### config.mk
export PLATFORM = sky130hd
export DESIGN_NAME = reg_file_write_ctrl
export DESIGN_NICKNAME = d
export VERILOG_FILES = /design/src/rtl/reg_file_ctrl_pkg.sv /design/src/rtl/rr_arb2.sv /design/src/rtl/reg_file_write_ctrl.sv
export SDC_FILE = /design/constraint.sdc
export NUM_CORES = 1
export LEC_CHECK = 0
export CAP_MARGIN = 30
export CORE_ASPECT_RATIO = 1.25
export CORE_MARGIN = 1
export CORE_UTILIZATION = 43
export CTS_CLUSTER_SIZE = 14
export DETAILED_ROUTE_END_ITERATION = 6
export PLACE_DENSITY = 0.79
export SKIP_CTS_REPAIR_TIMING = 1
export SLEW_MARGIN = 40
export SYNTH_ARGS = -nofsm -noshare
export SYNTH_HDL_FRONTEND = slang
export SYNTH_HIERARCHICAL = 1
export SYNTH_SLANG_ARGS = --single-unit
### constraint.sdc
create_clock -name CLK -period 2.71 [get_ports CLK]
set_clock_uncertainty 0.2 [all_clocks]
set_input_delay 0.542 -clock CLK [delete_from_list [all_inputs] [get_ports CLK]]
set_output_delay 0.542 -clock CLK [all_outputs]
set_load 0.03 [all_outputs]
### src/rtl/reg_file_ctrl_pkg.sv
// Shared types and constants for the register-file write-port controller.
package reg_file_ctrl_pkg;

  localparam int unsigned RF_DW    = 8;
  localparam int unsigned RF_AW    = 3;
  localparam int unsigned RF_NREGS = 8;

  typedef enum logic {
    ST_IDLE  = 1'b0,
    ST_CLEAR = 1'b1
  } state_e;

  localparam logic GNT_A = 1'b0;
  localparam logic GNT_B = 1'b1;

endpackage

### src/rtl/rr_arb2.sv
// Two-requester round-robin arbiter; combinational, the parent registers the results.
module rr_arb2 (
  input  logic       req_a,
  input  logic       req_b,
  input  logic       last_gnt,
  output logic [1:0] gnt_c,
  output logic       last_gnt_nxt_c
);

  import reg_file_ctrl_pkg::*;

  // A wins when alone or when B was granted last; B wins otherwise.
  always_comb begin
    gnt_c          = 2'b00;
    last_gnt_nxt_c = last_gnt;
    if (req_a && (!req_b || (last_gnt == GNT_B))) begin
      gnt_c          = 2'b01;
      last_gnt_nxt_c = GNT_A;
    end else if (req_b) begin
      gnt_c          = 2'b10;
      last_gnt_nxt_c = GNT_B;
    end
  end

endmodule

### src/rtl/reg_file_write_ctrl.sv
// Write-port controller for the register file: round-robin writeback
// arbitration between two requesters plus a sequenced clear-all.
module reg_file_write_ctrl #(
  parameter int unsigned DW    = reg_file_ctrl_pkg::RF_DW,
  parameter int unsigned AW    = reg_file_ctrl_pkg::RF_AW,
  parameter int unsigned NREGS = reg_file_ctrl_pkg::RF_NREGS
) (
  input  logic          CLK,
  input  logic          RESET,
  input  logic          A_REQ,
  input  logic [AW-1:0] A_ADDR,
  input  logic [DW-1:0] A_DATA,
  output logic          A_ACK,
  input  logic          B_REQ,
  input  logic [AW-1:0] B_ADDR,
  input  logic [DW-1:0] B_DATA,
  output logic          B_ACK,
  input  logic          CLR_REQ,
  output logic          CLR_DONE,
  output logic          WRITE,
  output logic [AW-1:0] INADDRESS,
  output logic [DW-1:0] IN,
  output logic          BUSY,
  output logic          LAST_GNT
);

  import reg_file_ctrl_pkg::*;

  // One extra bit so the terminal count NREGS is distinct from address 0.
  localparam int unsigned CW = AW + 1;

  state_e        state;
  logic [CW-1:0] cnt;
  logic          elig_a;
  logic          elig_b;
  logic [1:0]    gnt_c;
  logic          last_gnt_nxt_c;

  // A transaction already acked but not yet withdrawn must not be granted again.
  assign elig_a = A_REQ & ~A_ACK;
  assign elig_b = B_REQ & ~B_ACK;

  rr_arb2 u_arb (
    .req_a          (elig_a),
    .req_b          (elig_b),
    .last_gnt       (LAST_GNT),
    .gnt_c          (gnt_c),
    .last_gnt_nxt_c (last_gnt_nxt_c)
  );

  always_ff @(posedge CLK or negedge RESET) begin
    if (!RESET) begin
      state     <= ST_IDLE;
      cnt       <= '0;
      WRITE     <= 1'b0;
      INADDRESS <= '0;
      IN        <= '0;
      A_ACK     <= 1'b0;
      B_ACK     <= 1'b0;
      CLR_DONE  <= 1'b0;
      BUSY      <= 1'b0;
      LAST_GNT  <= GNT_B;
    end else begin
      WRITE    <= 1'b0;
      A_ACK    <= 1'b0;
      B_ACK    <= 1'b0;
      CLR_DONE <= 1'b0;
      case (state)
        ST_IDLE: begin
          // A clear request lingering through its own CLR_DONE cycle is ignored.
          if (CLR_REQ && !CLR_DONE) begin
            state <= ST_CLEAR;
            cnt   <= '0;
          end else if (gnt_c != 2'b00) begin
            WRITE     <= 1'b1;
            INADDRESS <= gnt_c[0] ? A_ADDR : B_ADDR;
            IN        <= gnt_c[0] ? A_DATA : B_DATA;
            A_ACK     <= gnt_c[0];
            B_ACK     <= gnt_c[1];
            LAST_GNT  <= last_gnt_nxt_c;
          end
        end
        ST_CLEAR: begin
          if (cnt == CW'(NREGS)) begin
            state    <= ST_IDLE;
            BUSY     <= 1'b0;
            CLR_DONE <= 1'b1;
          end else begin
            WRITE     <= 1'b1;
            INADDRESS <= cnt[AW-1:0];
            IN        <= '0;
            BUSY      <= 1'b1;
            cnt       <= cnt + CW'(1);
          end
        end
        default: state <= ST_IDLE;
      endcase
    end
  end

endmodule

Word-level counts from Yosys, hierarchy flattened
Index checks and enable logic that the tools add are counted.
- register bits after elaboration: 22
- word-level logic and storage cells: 63
- add/sub/neg operators: 1
- eq/ne operators: 5
- mux-type cells: 31
- bitwise gates (word level): 6
- reduce and logical (&&, ||, !) cells: 10
- operators with widths (cell ; number):
    2-to-1 mux 8 bit ; 4
    one-hot mux 8 bit (2 select lines) ; 1
    2-to-1 mux 1 bit ; 14
    2-to-1 mux 3 bit ; 4
    2-to-1 mux 4 bit ; 2
    inequality test 2 bit, second input constant ; 4
    one-hot mux 4 bit (2 select lines) ; 1
    one-hot mux 3 bit (2 select lines) ; 1
    adder 4 x 1 -> 4 bit, second input constant ; 1
    equality test 4 bit, second input constant ; 1
    2-to-1 mux 2 bit ; 2
    inverter 1 bit ; 4
    one-hot mux 1 bit (2 select lines) ; 2
    AND reduction 4 bit ; 1
    nonzero test 2 bit ; 2
    AND reduction 3 bit ; 1
    AND 1 bit ; 2
    logical AND 1 bit ; 2
    zero test 1 bit ; 2
    AND reduction 2 bit ; 1
    logical OR 1 bit ; 1

Depth between registers and ports, before layout
- word-level depth: 10
- mapped depth: 8

By module
Netlist, hierarchy kept.
- by module, submodules not included (module ; times used ; cells each ; area an instance (sq um)):
    reg_file_write_ctrl ; 1 ; 98 ; 1118.6
    rr_arb2 ; 1 ; 5 ; 27.5

Worst setup path before layout
Ideal clock, no wire load.
- kind: in2reg
- from: in A_REQ
- to: reg INADDRESS[2]
- setup time: 0.125 ns
- arrival time: 1.818 ns
- required time: 2.385 ns
- path slack: 0.567 ns
- stages: 6
- buffers on the path: 1
- path through: nor2b_1 > a21boi_1 > buf_6 > mux2_4 > mux2_2 > mux2_4
- longest elaborated chain between the ends: 7
- elaborated cells between the ends (all ways): 10
- RTL lines (what ; RTL line ; RTL):
    start: declaration ; reg_file_write_ctrl.sv:10 ; input logic A_REQ,
    AND 1 bit * ; reg_file_write_ctrl.sv:40 ; assign elig_a = A_REQ & ~A_ACK;
    logical AND 1 bit * ; rr_arb2.sv:16 ; if (req_a && (!req_b || (last_gnt == GNT_B))) begin
    2-to-1 mux 2 bit * ; rr_arb2.sv:16 ;
    named net gnt_c[0] ; reg_file_write_ctrl.sv:36 ; logic [1:0] gnt_c;
    2-to-1 mux 3 bit ; reg_file_write_ctrl.sv:76 ; INADDRESS <= gnt_c[0] ? A_ADDR : B_ADDR;
    2-to-1 mux 3 bit ; reg_file_write_ctrl.sv:74 ; end else if (gnt_c != 2'b00) begin
    2-to-1 mux 3 bit ; reg_file_write_ctrl.sv:71 ; if (CLR_REQ && !CLR_DONE) begin
    one-hot mux 3 bit (2 select lines) ; reg_file_write_ctrl.sv:68 ; case (state)
    end signal: assignment ; reg_file_write_ctrl.sv:76 ;
    end signal: assignment ; reg_file_write_ctrl.sv:90 ; INADDRESS <= cnt[AW-1:0];
    end: declaration ; reg_file_write_ctrl.sv:21 ; output logic [AW-1:0] INADDRESS,
Mark *: on every way through the listed nets, which the timed path passes. The rest lies on a longest branch. The select of a mux whose other input is x is not followed.
A chain may end at the register's enable or synchronous reset.

Worst setup path in the final report
- from: in A_REQ
- to: reg INADDRESS[0]
- longest elaborated chain between the ends: 7
- elaborated cells between the ends (all ways): 10
- RTL lines (what ; RTL line ; RTL):
    AND 1 bit * ; reg_file_write_ctrl.sv:40 ;
    named net elig_a ; reg_file_write_ctrl.sv:34 ; logic elig_a;
    logical AND 1 bit * ; rr_arb2.sv:16 ;
    2-to-1 mux 2 bit * ; rr_arb2.sv:16 ;
    named net gnt_c[0] ; reg_file_write_ctrl.sv:36 ;
    2-to-1 mux 3 bit ; reg_file_write_ctrl.sv:76 ;
    2-to-1 mux 3 bit ; reg_file_write_ctrl.sv:74 ;
    2-to-1 mux 3 bit ; reg_file_write_ctrl.sv:71 ;
    one-hot mux 3 bit (2 select lines) ; reg_file_write_ctrl.sv:68 ;
Marked as above.

==> impl_metrics.ini <==
[logic_synthesis]
netlist_area_um2 = 1146
synth_seq_cells = 22
yosysWarningCount = 6
avgSynthCellArea_um2 = 11.13
synth_fa_ha_area_share_pct = 2.183
ys_types = 30
synthXorXnorAreaFrac_pct = 0.7642
syn_inst = 103
synth_top_family_by_area = multiplexers
yosysSeqAreaShare_pct = 48.14
synth_compound_area_share_pct = 11.35
synth_mux_area_share_pct = 16.16
synth_nets = 132
synth_simple_gate_area_share_pct = 15.07

[floorplan]
die-area_um2 = 2877
pin_count = 44
core_um2 = 2477
rows = 20
die_h_um = 59.72
start_util_pct = 46.26
die_w_um = 48.18

[sta]
period_share_pct = 87.06
holdWs_ns = 0.2970
rsz0062_at_grt = false
min_period_ns = 2.359
max_freq_mhz = 423.9
hold_viol = 0
fin_setup_tns_ns = 0
finalSetupViolCount = 0
finalWorstSetupSlack_ns = 0.3508
worst_pin_slew_ns = 0.7199
slew_violations = 0
slew_headroom_pct = 52.01

[global_route]
grt_pass1_wl_um = 3946
grt_pass1_vias = 940
track_usage_pct = 19.93
grt_antenna_before_repair = 0
grt_max_degree = 24
overflow = 0

[finish]
drive_gt1_share_pct = 13.42
final_area_um2 = 1645
fin_cells = 182
areaGrowthSynthToFinish_pct = 43.56
diodes = 0
multiInputGateArea_um2 = 525.5
utilization_pct = 66.41
final_cell_mix = clkdlybuf4s50_1 (43), dfrtp_1 (21), mux2i_1 (11)
final-seq-area_um2 = 551.8
fin_nets = 179
mostFrequentLayoutCell = clkdlybuf4s50_1
fillerInstances = 196

[clocking]
cts_tree = built
clockBufferDepth = 2
clock-sinks = 22
numCtsBuffers = 3
clk_latency_ns = 0.32
cts-root-buf = clkbuf_4
path_clk_slew_ns = 0.12
htree_levels = 1

[critical_path]
cp-end-kind = flop
reg2reg_slack_ns = 0.64
worstPathArrival_ns = 2.38
endpoint = INADDRESS[0]
cp-start-kind = input port
crit_type = in -> reg
cp_max_fo = 11
required_ns = 2.73
startpoint = A_REQ
r2r_end = INADDRESS[0]
reg2reg_from = LAST_GNT
r2r_cells = 6

[detailed_routing]
ant_nets = 0
routed_wl_um = 2463
firstDrtPassIters = 4
post_drt_wl_per_cell_um = 13.53
drt-initial-drc-count = 15
route.detailed.drc = 0
viasPerCell = 5.159
num_vias = 939

[placed_design]
place_inst = 178
hpwl_um = 1821
portBuffers = 43
place_ws_ns = 0.008738
placed_area_um2 = 1609
gp_congestion = 0.7127

[pwr]
p_total_mw = 1.471
ir_worst_vdd_uv = 448.3
power.leakage_nw = 0.7772
power.density_nw_per_um2 = 894.0

[run_status]
status = complete, no violations

[worst_hold_path]
hold_class = reg -> reg

[run]
max-cap-violations = 0
-- worst max-delay path, cell delays in order --
cell and delay (ns):
clkdlybuf4s50_1 0.45, nor2b_1 0.19, a21boi_2 0.32, buf_4 0.28, mux2i_1 0.21, o21ai_0 0.09, mux2_2 0.29
-- worst min-delay path by stage --
stage	cells past startpoint	from	to
after floorplan	0	RESET	A_ACK
after global placement	1	IN[6]	IN[6]
after detailed placement	1	IN[7]	IN[7]
after CTS	1	IN[7]	IN[7]
after global routing	1	IN[2]	IN[2]
final	1	IN[7]	IN[7]
-- metal layers --
metal / global-route usage, % / vias up / routed length [um]
li1: - / 454 / -
met3: 3.021 / 5 / 90
met5: 0 / - / 0
met2: 33.71 / 30 / 1273
met1: 23.62 / 450 / 1050
met4: 9.524 / 0 / 49
-- kinds of logic (layout without fill, tap and decap cells) --
family	after synthesis	in the layout
xor+xnor	1	1
compound gates	20	20
flops	22	22
mux	17	17
buf+inv	12	58
fa+ha+maj	2	2
simple gates	29	29
-- cell type report --
cell class,count,area share [%]
clock buffer,4,2.205
inverter,6,1.369
multi-input combinational,69,31.94
sequential,22,33.54
tap,33,2.510
timing repair buffer,48,28.44
-- cell usage after synthesis --
master     n  area [um^2]
a21boi_0   1        7.510
buf_6      3        33.78
o21ai_0    6        30.03
nor4_1     8        50.05
a21oi_1    1        5.000
o21a_1     1        7.510
and2_1     2        12.51
a21boi_1   1        7.510
nor2b_1    3        18.77
xnor2_1    1        8.760
buf_4      1        7.510
mux2i_1   11        110.1
nor3b_1    1        7.510
nand2b_1   1        6.260
nor2_1     3        11.26
o22ai_1    2        12.51
inv_1      6        22.52
dfrtp_1   21        525.5
buf_2      1        5.000
dfstp_2    1        26.28
nand2_1    6        22.52
ha_1       2        25.02
mux2_2     4        45.04
mux2_4     2        30.03
a21o_1     8        60.06
clkbuf_1   1        3.750
nor3_4     1        16.27
nor2_4     1        11.26
nand3_1    2        10.01
nor2_2     1        6.260
-- flip-flops by register name, indices dropped and copies added, names as in the netlist --
| name | count |
|---|---|
| IN | 8 |
| cnt | 4 |
| INADDRESS | 3 |
| A_ACK | 1 |
| BUSY | 1 |
| B_ACK | 1 |
| CLR_DONE | 1 |
| LAST_GNT | 1 |
| WRITE | 1 |
| state | 1 |
-- power by group --
group	switching (mW)	internal [mW]	total [mW]
sequential	0.116	0.438	0.553
combinational	0.380	0.352	0.732
clock	0.103	0.0823	0.186
No activity file was read; power rests on OpenSTA's default activity.
